**config.mk**
```make
export PLATFORM = sky130hd
export DESIGN_NAME = ddr3_avl_arbiter_flat
export DESIGN_NICKNAME = d
export VERILOG_FILES = /design/src/rtl/ddr3_avl_arbiter_if.sv /design/src/rtl/ddr3_avl_arbiter.sv /design/src/flat_wrapper.sv
export SDC_FILE = /design/constraint.sdc
export NUM_CORES = 1
export LEC_CHECK = 0
export ABC_AREA = 1
export ABC_CLOCK_PERIOD_IN_PS = 2300
export CAP_MARGIN = 20
export CORE_AREA = 2 2 143 145
export DETAILED_ROUTE_END_ITERATION = 10
export DIE_AREA = 0 0 145 147
export DONT_BUFFER_PORTS = 1
export PLACE_DENSITY_LB_ADDON = 0.1
export REMOVE_ABC_BUFFERS = 1
export SLEW_MARGIN = 20
export SYNTH_ARGS = -nofsm -noshare
export SYNTH_HDL_FRONTEND = slang
export SYNTH_SLANG_ARGS = --single-unit
```
**constraint.sdc**
```tcl
create_clock -name afi_clk -period 2.3 [get_ports afi_clk]
set_input_delay 0.115 -clock afi_clk [delete_from_list [all_inputs] [get_ports afi_clk]]
set_output_delay 0.115 -clock afi_clk [all_outputs]
set_load 0.005 [all_outputs]
```
**src/rtl/ddr3_avl_arbiter_if.sv**
```systemverilog
// rtl/ddr3_avl_arbiter_if.sv - Avalon-MM local bus between the arbiter and the DDR3 controller
// Purpose: groups the avl_* command, write-data and read-return signals.
// Ports (master = arbiter side):
//   ready       waitrequest_n from the controller
//   burstbegin  beginbursttransfer, first cycle of a burst only
//   addr/size   word address and burstcount
//   wdata/be    write data and byte enables
//   write_req   write command / beat strobe
//   read_req    read command
//   rdata_valid readdatavalid from the controller
//   rdata       readdata from the controller
interface ddr3_avl_arbiter_if #(
  parameter int ADDR_W  = 26,
  parameter int DATA_W  = 64,
  parameter int BURST_W = 3
);
  logic                  ready;
  logic                  burstbegin;
  logic [ADDR_W-1:0]     addr;
  logic [BURST_W-1:0]    size;
  logic [DATA_W-1:0]     wdata;
  logic [DATA_W/8-1:0]   be;
  logic                  write_req;
  logic                  read_req;
  logic                  rdata_valid;
  logic [DATA_W-1:0]     rdata;

  modport master (
    input  ready, rdata_valid, rdata,
    output burstbegin, addr, size, wdata, be, write_req, read_req
  );

  modport slave (
    output ready, rdata_valid, rdata,
    input  burstbegin, addr, size, wdata, be, write_req, read_req
  );
endinterface

```
**src/rtl/ddr3_avl_arbiter.sv**
```systemverilog
// rtl/ddr3_avl_arbiter.sv - round-robin write/read burst scheduler for the DDR3 Avalon-MM local interface
// Purpose: grants one of two burst requesters at a time, runs the per-beat write
//   handshake and returns read data, so requesters never drive the avl bus.
// Ports:
//   afi_clk, rst          clock and synchronous active-high reset
//   local_cal_success     arbitration enable
//   wr_req/addr/size      write burst request (addr/size sampled at grant)
//   wr_data, wr_data_ack  show-ahead FIFO head and its pop strobe
//   wr_done               last write beat accepted
//   rd_req/addr/size      read burst request (addr/size sampled at grant)
//   rd_data, rd_data_valid, rd_done  registered read return
//   busy                  a transaction is in progress
//   avl                   Avalon-MM master side
module ddr3_avl_arbiter #(
  parameter int ADDR_W  = 26,
  parameter int DATA_W  = 64,
  parameter int BURST_W = 3
) (
  input  logic                 afi_clk,
  input  logic                 rst,
  input  logic                 local_cal_success,
  input  logic                 wr_req,
  input  logic [ADDR_W-1:0]    wr_addr,
  input  logic [BURST_W-1:0]   wr_size,
  input  logic [DATA_W-1:0]    wr_data,
  output logic                 wr_data_ack,
  output logic                 wr_done,
  input  logic                 rd_req,
  input  logic [ADDR_W-1:0]    rd_addr,
  input  logic [BURST_W-1:0]   rd_size,
  output logic [DATA_W-1:0]    rd_data,
  output logic                 rd_data_valid,
  output logic                 rd_done,
  output logic                 busy,
  ddr3_avl_arbiter_if.master   avl
);

  typedef enum logic [1:0] {IDLE, WR_BURST, RD_CMD, RD_WAIT} state_t;

  state_t               state, state_nxt;
  logic                 last_grant_rd;   // 1: read was granted last
  logic                 first_q;         // first cycle of the current burst
  logic [ADDR_W-1:0]    addr_q;
  logic [BURST_W-1:0]   size_q;
  logic [BURST_W-1:0]   beat_cnt;
  logic [BURST_W-1:0]   cnt_inc;
  logic                 cnt_last;
  logic                 arb_en, grant_wr, grant_rd, rd_beat;

  logic                 burstbegin_c, write_req_c, read_req_c;
  logic [ADDR_W-1:0]    addr_c;
  logic [BURST_W-1:0]   size_c;
  logic [DATA_W-1:0]    wdata_c;

  assign cnt_inc  = beat_cnt + BURST_W'(1);
  assign cnt_last = (cnt_inc == size_q);
  assign rd_beat  = avl.rdata_valid && (state == RD_CMD || state == RD_WAIT);

  // rd_done is registered and lands in the first IDLE cycle after a read; the
  // read requester only drops rd_req at the end of that cycle, so arbitration
  // is held off for it to avoid re-granting a stale request.
  assign arb_en   = (state == IDLE) && local_cal_success && !rd_done;
  assign grant_wr = arb_en && wr_req && (!rd_req || last_grant_rd);
  assign grant_rd = arb_en && rd_req && !grant_wr;

  always_ff @(posedge afi_clk) begin
    if (rst) state <= IDLE;
    else     state <= state_nxt;
  end

  always_comb begin
    state_nxt    = state;
    wr_data_ack  = 1'b0;
    wr_done      = 1'b0;
    burstbegin_c = 1'b0;
    write_req_c  = 1'b0;
    read_req_c   = 1'b0;
    addr_c       = '0;
    size_c       = '0;
    wdata_c      = '0;
    busy         = (state != IDLE);
    case (state)
      IDLE: begin
        if (grant_wr)      state_nxt = WR_BURST;
        else if (grant_rd) state_nxt = RD_CMD;
      end
      WR_BURST: begin
        write_req_c  = 1'b1;
        burstbegin_c = first_q;
        addr_c       = addr_q;
        size_c       = size_q;
        wdata_c      = wr_data;
        if (avl.ready) begin
          wr_data_ack = 1'b1;
          if (cnt_last) begin
            wr_done   = 1'b1;
            state_nxt = IDLE;
          end
        end
      end
      RD_CMD: begin
        read_req_c   = 1'b1;
        burstbegin_c = first_q;
        addr_c       = addr_q;
        size_c       = size_q;
        // A single-beat read can complete in its own accept cycle.
        if (avl.ready) state_nxt = (rd_beat && cnt_last) ? IDLE : RD_WAIT;
      end
      RD_WAIT: begin
        if (rd_beat && cnt_last) state_nxt = IDLE;
      end
      default: state_nxt = IDLE;
    endcase
  end

  always_ff @(posedge afi_clk) begin
    if (rst) begin
      last_grant_rd <= 1'b1;
      first_q       <= 1'b0;
      addr_q        <= '0;
      size_q        <= '0;
      beat_cnt      <= '0;
      rd_data       <= '0;
      rd_data_valid <= 1'b0;
      rd_done       <= 1'b0;
    end else begin
      rd_data_valid <= rd_beat;
      rd_done       <= rd_beat && cnt_last;
      if (rd_beat) rd_data <= avl.rdata;

      if (grant_wr || grant_rd) begin
        addr_q        <= grant_wr ? wr_addr : rd_addr;
        size_q        <= grant_wr ? ((wr_size == '0) ? BURST_W'(1) : wr_size)
                                  : ((rd_size == '0) ? BURST_W'(1) : rd_size);
        beat_cnt      <= '0;
        first_q       <= 1'b1;
        last_grant_rd <= grant_rd;
      end else begin
        if (state != IDLE) first_q <= 1'b0;
        if (wr_data_ack || rd_beat) beat_cnt <= cnt_inc;
      end
    end
  end

  assign avl.burstbegin = burstbegin_c;
  assign avl.write_req  = write_req_c;
  assign avl.read_req   = read_req_c;
  assign avl.addr       = addr_c;
  assign avl.size       = size_c;
  assign avl.wdata      = wdata_c;
  assign avl.be         = '1;

endmodule
```
**src/flat_wrapper.sv**
```systemverilog
// flat-port wrapper written by rule: the top's interface ports become plain ports
module ddr3_avl_arbiter_flat 
#(
  parameter int ADDR_W  = 26,
  parameter int DATA_W  = 64,
  parameter int BURST_W = 3
)
  (afi_clk, rst, local_cal_success, wr_req, wr_addr, wr_size, wr_data, wr_data_ack, wr_done, rd_req, rd_addr, rd_size, rd_data, rd_data_valid, rd_done, busy, avl_ready, avl_rdata_valid, avl_rdata, avl_burstbegin, avl_addr, avl_size, avl_wdata, avl_be, avl_write_req, avl_read_req);
  ddr3_avl_arbiter_if #(.ADDR_W(ADDR_W), .DATA_W(DATA_W), .BURST_W(BURST_W)) avl_i ();
  input  logic afi_clk;
  input  logic rst;
  input  logic local_cal_success;
  input  logic wr_req;
  input  logic [ADDR_W-1:0] wr_addr;
  input  logic [BURST_W-1:0] wr_size;
  input  logic [DATA_W-1:0] wr_data;
  output logic wr_data_ack;
  output logic wr_done;
  input  logic rd_req;
  input  logic [ADDR_W-1:0] rd_addr;
  input  logic [BURST_W-1:0] rd_size;
  output logic [DATA_W-1:0] rd_data;
  output logic rd_data_valid;
  output logic rd_done;
  output logic busy;
  input wire logic [$bits(avl_i.ready)-1:0] avl_ready;
  input wire logic [$bits(avl_i.rdata_valid)-1:0] avl_rdata_valid;
  input wire logic [$bits(avl_i.rdata)-1:0] avl_rdata;
  output wire logic [$bits(avl_i.burstbegin)-1:0] avl_burstbegin;
  output wire logic [$bits(avl_i.addr)-1:0] avl_addr;
  output wire logic [$bits(avl_i.size)-1:0] avl_size;
  output wire logic [$bits(avl_i.wdata)-1:0] avl_wdata;
  output wire logic [$bits(avl_i.be)-1:0] avl_be;
  output wire logic [$bits(avl_i.write_req)-1:0] avl_write_req;
  output wire logic [$bits(avl_i.read_req)-1:0] avl_read_req;
  assign avl_i.ready = avl_ready;
  assign avl_i.rdata_valid = avl_rdata_valid;
  assign avl_i.rdata = avl_rdata;
  assign avl_burstbegin = avl_i.burstbegin;
  assign avl_addr = avl_i.addr;
  assign avl_size = avl_i.size;
  assign avl_wdata = avl_i.wdata;
  assign avl_be = avl_i.be;
  assign avl_write_req = avl_i.write_req;
  assign avl_read_req = avl_i.read_req;
  ddr3_avl_arbiter #(.ADDR_W(ADDR_W), .DATA_W(DATA_W), .BURST_W(BURST_W)) u_core (.afi_clk(afi_clk), .rst(rst), .local_cal_success(local_cal_success), .wr_req(wr_req), .wr_addr(wr_addr), .wr_size(wr_size), .wr_data(wr_data), .wr_data_ack(wr_data_ack), .wr_done(wr_done), .rd_req(rd_req), .rd_addr(rd_addr), .rd_size(rd_size), .rd_data(rd_data), .rd_data_valid(rd_data_valid), .rd_done(rd_done), .busy(busy), .avl(avl_i));
endmodule
```
======== Word-level counts from Yosys, hierarchy flattened ========
Cells that the tools add are included.
storage, ports and cells
  logic and storage cells ................. 67
  input port bits ......................... 193
  bits in registers ....................... 102
  output and inout port bits .............. 173
cells by class
  equal/unequal tests ..................... 9
  reductions and logical operators ........ 23
  mux-type cells .......................... 25
  add/subtract/negate cells ............... 1
operators by type and width
  cell                                                                   number
  64-bit two-way mux                                                     1
  26-bit two-way mux                                                     2
  2-bit two-way mux                                                      7
  3-bit two-way mux                                                      4
  1-bit two-way mux                                                      10
  1-bit logical AND                                                      8
  2-bit one-hot mux with 4 select lines                                  1
  3-bit zero test                                                        2
  2-bit != test, second input constant                                   3
  5-bit AND reduction                                                    1
  2-bit equality test, second input constant                             2
  1-bit logical OR                                                       4
  2-bit nonzero test                                                     2
  2-bit OR reduction                                                     2
  3-bit by 1-bit adder with 3-bit output, second input constant          1
  3-bit equality test                                                    1
  1-bit zero test                                                        3
  3-bit by 1-bit != test with 1-bit output, second input constant        1
  2-bit by 1-bit equality test with 1-bit output, second input constant  1
  2-bit zero test                                                        1
  2-bit by 1-bit != test with 1-bit output, second input constant        1

======== Longest topological paths before layout ========
  word-level depth ........................ 10
  gate-level depth with buffers ........... 11
  depth with buffers taken out ............ 11

======== Least setup slack after synthesis ========
No wires, ideal clock.
  path type ............................... register to register
  start point ............................. register u_core.state[0]
  end point ............................... register u_core.addr_q[17]
  period minus slack after synthesis ...... 1.510 ns
  data required time ...................... 2.187 ns
  arrival time ............................ 1.397 ns
  buffers on the path ..................... 2
  path slack .............................. 0.790 ns
  cell stages (with the launch flop) ...... 12
  cell sequence ........................... dfxtp_1 > inv_1 > ha_1 > nand2_1 > nor2_4 > nand3_2 > buf_6 > buf_6 > nand2_1 > nand2_1 > o21ai_1 > inv_1
between the ends
  longest elaborated chain between the ends .. 8
ends and longest elaborated chain
  item                                 line                     RTL
  from (decl)                          ddr3_avl_arbiter.sv:40   state_t state, state_nxt;
  from (signal assigned)               ddr3_avl_arbiter.sv:68   else state <= state_nxt;
  2-bit zero test (*)                  ddr3_avl_arbiter.sv:62   assign arb_en = (state == IDLE) && local_cal_success && !rd_done;
  1-bit logical AND (*) (2 in series)  ddr3_avl_arbiter.sv:62
  1-bit logical AND (2 in series)      ddr3_avl_arbiter.sv:63   assign grant_wr = arb_en && wr_req && (!rd_req || last_grant_rd);
  1-bit zero test                      ddr3_avl_arbiter.sv:64   assign grant_rd = arb_en && rd_req && !grant_wr;
  1-bit logical AND                    ddr3_avl_arbiter.sv:64
  1-bit logical OR                     ddr3_avl_arbiter.sv:131  if (grant_wr || grant_rd) begin
  to (signal assigned)                 ddr3_avl_arbiter.sv:132  addr_q <= grant_wr ? wr_addr : rd_addr;
  to (decl)                            ddr3_avl_arbiter.sv:43   logic [ADDR_W-1:0] addr_q;
Mark *: on every way between the ends. The rest lies on a longest branch, timed or not.
A chain may end at the register's enable or synchronous reset.

======== Worst setup path after layout ========
  start point ............................. register u_core.state[0]
  end point ............................... register u_core.rd_data[7]
between the ends
  longest elaborated chain between the ends .. 3
ends and longest elaborated chain
  item                   line                     RTL
  2-bit equality test    ddr3_avl_arbiter.sv:57   assign rd_beat = avl.rdata_valid && (state == RD_CMD || state == RD_WAIT);
  1-bit logical OR (*)   ddr3_avl_arbiter.sv:57
  1-bit logical AND (*)  ddr3_avl_arbiter.sv:57
  to (signal assigned)   ddr3_avl_arbiter.sv:129  if (rd_beat) rd_data <= avl.rdata;
  to (decl)              ddr3_avl_arbiter.sv:31   output logic [DATA_W-1:0] rd_data,
Marked as above.

==> results.rst <==
.. list-table::
   :header-rows: 1

   * - Metric
     - Value
   * - Total number of yosys warnings
     - 0
   * - Worst Path Buf+Inv
     - 3
   * - Worst hold slack across all endpoints
     - 0.0292 ns
   * - Antenna Nets Post-Route
     - 0
   * - Routability congestion estimate
     - 0.720
   * - Worst min path class
     - in2reg
   * - Largest family of logic cells by synthesized area
     - simple AND/OR/NAND/NOR gates
   * - Data required time at the worst endpoint
     - 2.54 ns
   * - Seq/Total Area, Yosys
     - 40.2%
   * - Largest delay contributor family on the critical path
     - buffers and inverters
   * - Fill cell instance count of the final layout
     - 2134
   * - Clk pin slew, worst setup/hold paths
     - 0.07 ns
   * - Vias per Instance
     - 4.22
   * - Number of cells in the finished layout apart from fillers
     - 1192
   * - Per-cell routed wire length
     - 15.2 um
   * - WHS Path Cells
     - 2
   * - Total power divided by cell area
     - 964 nW/um^2
   * - Worst Min Path Start
     - rd_req
   * - Core Region
     - 19800 sq um
   * - LEAKAGE
     - 3.80 nW
   * - Fraction of synthesized area in multiplexers
     - 0%
   * - VDD IR-drop max
     - 0.337 mV
   * - Number of antenna violations at the first check in global routing
     - 1
   * - DIE AREA
     - 21300 sq um
   * - Io pins
     - 366
   * - Setup repair bufs after CTS
     - 0
   * - Final worst clock skew
     - 0.00919 ns
   * - Die Height
     - 147 um
   * - Achievable frequency
     - 503 MHz
   * - Pin count of the biggest net entering global routing
     - 66
   * - Setup slack after layout
     - 0.311 ns
   * - Signal arrival time at the worst endpoint
     - 2.23 ns
   * - Worst flop-to-flop path startpoint
     - u_core.state[0]
   * - Standard-cell rows
     - 52
   * - Number of flip-flops and latches in the synthesized netlist
     - 102
   * - CP max FO
     - 37
   * - CP max stage cell
     - sky130_fd_sc_hd__o21a_2
   * - Final count of negative-setup-slack endpoints
     - 0
   * - Number of clock sinks
     - 102
   * - Kind of start point of the critical path
     - flip-flop
   * - Relative max-transition margin
     - 57.5%
   * - X dimension of the die
     - 145 um
   * - Arithmetic-cell share of the synthesized area counting full adders, half adders and majority gates
     - 1.48%
   * - Setup CP Type
     - reg2reg
   * - Total placed instance area
     - 5280 sq um
   * - DP Worst Slack
     - 0.294 ns
   * - Cts bufs inserted
     - 9
   * - Via count of the first global-routing pass
     - 5086
   * - Cell Area, Synth
     - 5080 sq um
   * - Crit Reg-Reg Endpoint
     - u_core.rd_data[7]
   * - Nets
     - 1115
   * - Slew of the pin with the lowest slew margin
     - 0.634 ns
   * - Overall routing resource usage
     - 16.4%
   * - Reg2Reg Depth
     - 7
   * - First drt pass iteration count
     - 4
   * - Critical path, cell by cell
     - inv_1 -> ha_1 -> o21a_2 -> inv_2 -> buf_12 -> nor2_1 -> nor2_1
   * - Number of unique standard cell types used by synthesis
     - 21
   * - Total congestion overflow
     - 0
   * - Setup repair after global routing missed its margin
     - false
   * - Detailed router's first-iteration violation count
     - 190
   * - Count of buffers from port buffering
     - 0
   * - DR DRC count
     - 0
   * - Initial core utilization
     - 25.6%
   * - TritonCTS clock tree
     - built
   * - Root cell of the clock tree
     - sky130_fd_sc_hd__clkbuf_16
   * - Reported max-cap violation count
     - 0
   * - Cell Count Post-Placement
     - 1052
   * - Share of final-layout standard cells stronger than drive strength 1
     - 4.34%
   * - Register-to-register setup slack
     - 0.31 ns
   * - Run status
     - complete, no violations
   * - Endpoint class of the critical path
     - flip-flop
   * - Later-pin clock latency in the skew report
     - 0.35 ns
   * - Crit path time final
     - 1.99 ns
   * - Layout-stage area growth over the synthesis result
     - 34.1%
   * - Share of the synthesized netlist area taken by xor and xnor gates
     - 0%
   * - Via count of the routed design
     - 5035
   * - Simple-gate share of the synthesized area
     - 27.3%
   * - Fin crit share
     - 86.5%
   * - Critical path's most frequent cell
     - sky130_fd_sc_hd__nor2_1
   * - Post-Layout Inst Area
     - 6810 sq um
   * - Final hold vios
     - 0
   * - Syn Area/Cell
     - 6.19 sq um
   * - H-tree depth reported by CTS
     - 3
   * - HPWL after detailed placement
     - 13.0 mm
   * - CTS-repair resized insts
     - 0
   * - Wire length of the first global-routing pass
     - 27.5 mm
   * - Number of max-slew violations in the final report
     - 0
   * - Largest stage delay on the critical path
     - 0.47 ns
   * - Clock tree buffer depth
     - 2
   * - Endpoint, Worst Hold
     - u_core.last_grant_rd
   * - Routed Wire Length
     - 18.1 mm
   * - Area fraction in compound gates after synthesis
     - 12.8%
   * - Post-synthesis cell count
     - 820
   * - Total of hold buffers inserted after clock tree synthesis
     - 123
-- power by group --
group | internal [mW] | switching (mW)
clock | 0.781 | 0.724
sequential | 2.20 | 0.323
combinational | 0.835 | 1.70
total | 3.81 | 2.75
-- final cells by class --
cell class | instances | area, sq um | area share [%]
Tap cell | 270 | 338 | 4.96
Multi-Input combinational cell | 505 | 2150 | 31.6
Antenna cell | 1 | 2.50 | 0.0368
Clock inverter | 6 | 48.8 | 0.717
Clock buffer | 10 | 239 | 3.51
Sequential cell | 102 | 2040 | 30.0
Timing Repair Buffer | 133 | 1370 | 20.1
Inverter | 165 | 619 | 9.10
-- worst register-to-register path, stage by stage, from the launching register on --
cell	delay [ns]
sky130_fd_sc_hd__dfxtp_1	0.33
sky130_fd_sc_hd__inv_1	0.13
sky130_fd_sc_hd__ha_1	0.27
sky130_fd_sc_hd__o21a_2	0.47
sky130_fd_sc_hd__inv_2	0.25
sky130_fd_sc_hd__buf_12	0.23
sky130_fd_sc_hd__nor2_1	0.13
sky130_fd_sc_hd__nor2_1	0.06
-- Yosys cell counts, drive strengths merged --
library cell / n / area, sq um
nand2: 213 / 800
inv: 165 / 619
nor2: 141 / 537
dfxtp: 102 / 2040
o21ai: 94 / 474
buf: 33 / 219
a21oi: 30 / 150
clkbuf: 22 / 82.6
nand3: 9 / 50.1
ha: 6 / 75.1
a31oi: 3 / 18.8
conb: 1 / 3.75
o21a: 1 / 7.51
-- worst max path at each step --
stage | startpoint | endpoint | slack [ns] | cells past startpoint
after floorplan | u_core.state[0] | u_core.rd_data[39] | -0.58 | 6
after global placement | u_core.state[0] | u_core.rd_data[1] | 0.27 | 7
after detailed placement | u_core.state[0] | u_core.rd_data[1] | 0.29 | 7
after CTS | u_core.state[0] | u_core.rd_data[45] | 0.28 | 7
after global routing | u_core.state[0] | u_core.rd_data[45] | 0.11 | 7
final | u_core.state[0] | u_core.rd_data[7] | 0.31 | 7
-- layout by cell type, fill, tap and decap left out, drive strengths merged --
| cell | n |
|---|---|
| a21oi | 30 |
| a31oi | 3 |
| buf | 11 |
| clkbuf | 10 |
| clkinv | 2 |
| conb | 8 |
| dfxtp | 102 |
| diode | 1 |
| dlygate4sd3 | 122 |
| ha | 6 |
| inv | 169 |
| nand2 | 213 |
| nand3 | 9 |
| nor2 | 141 |
| o21a | 1 |
| o21ai | 94 |
-- state kept, by name, indices dropped and copies added, names as in the netlist --
signal,count
u_core.state,2
u_core.rd_data,64
u_core.addr_q,26
u_core.last_grant_rd,1
u_core.beat_cnt,3
u_core.rd_data_valid,1
u_core.rd_done,1
u_core.size_q,3
u_core.first_q,1
-- metrics by stage --
stage	setup TNS, ns	power [mW]	utilization, %
floorplan	-38.00	4.13	-
global placement	0	4.99	26.6
detailed placement	0	4.96	26.6
CTS	0	6.69	34.3
global route	0	7.13	34.3
finish	0	6.56	34.3
-- routing by layer --
metal | wire length (um) | track usage, %
met1 | 6940 | 17.1
met2 | 9160 | 30.3
met3 | 1340 | 5.22
met4 | 664 | 7.43
met5 | 0 | 0
-- kinds of logic (layout without fill, tap and decap cells) --
group	after synthesis	count (layout)
simple gates	363	363
buf+inv	220	314
compound gates	128	128
flops	102	102
fa+ha+maj	6	6
other cells	1	9
No activity file was read; power rests on OpenSTA's default activity.
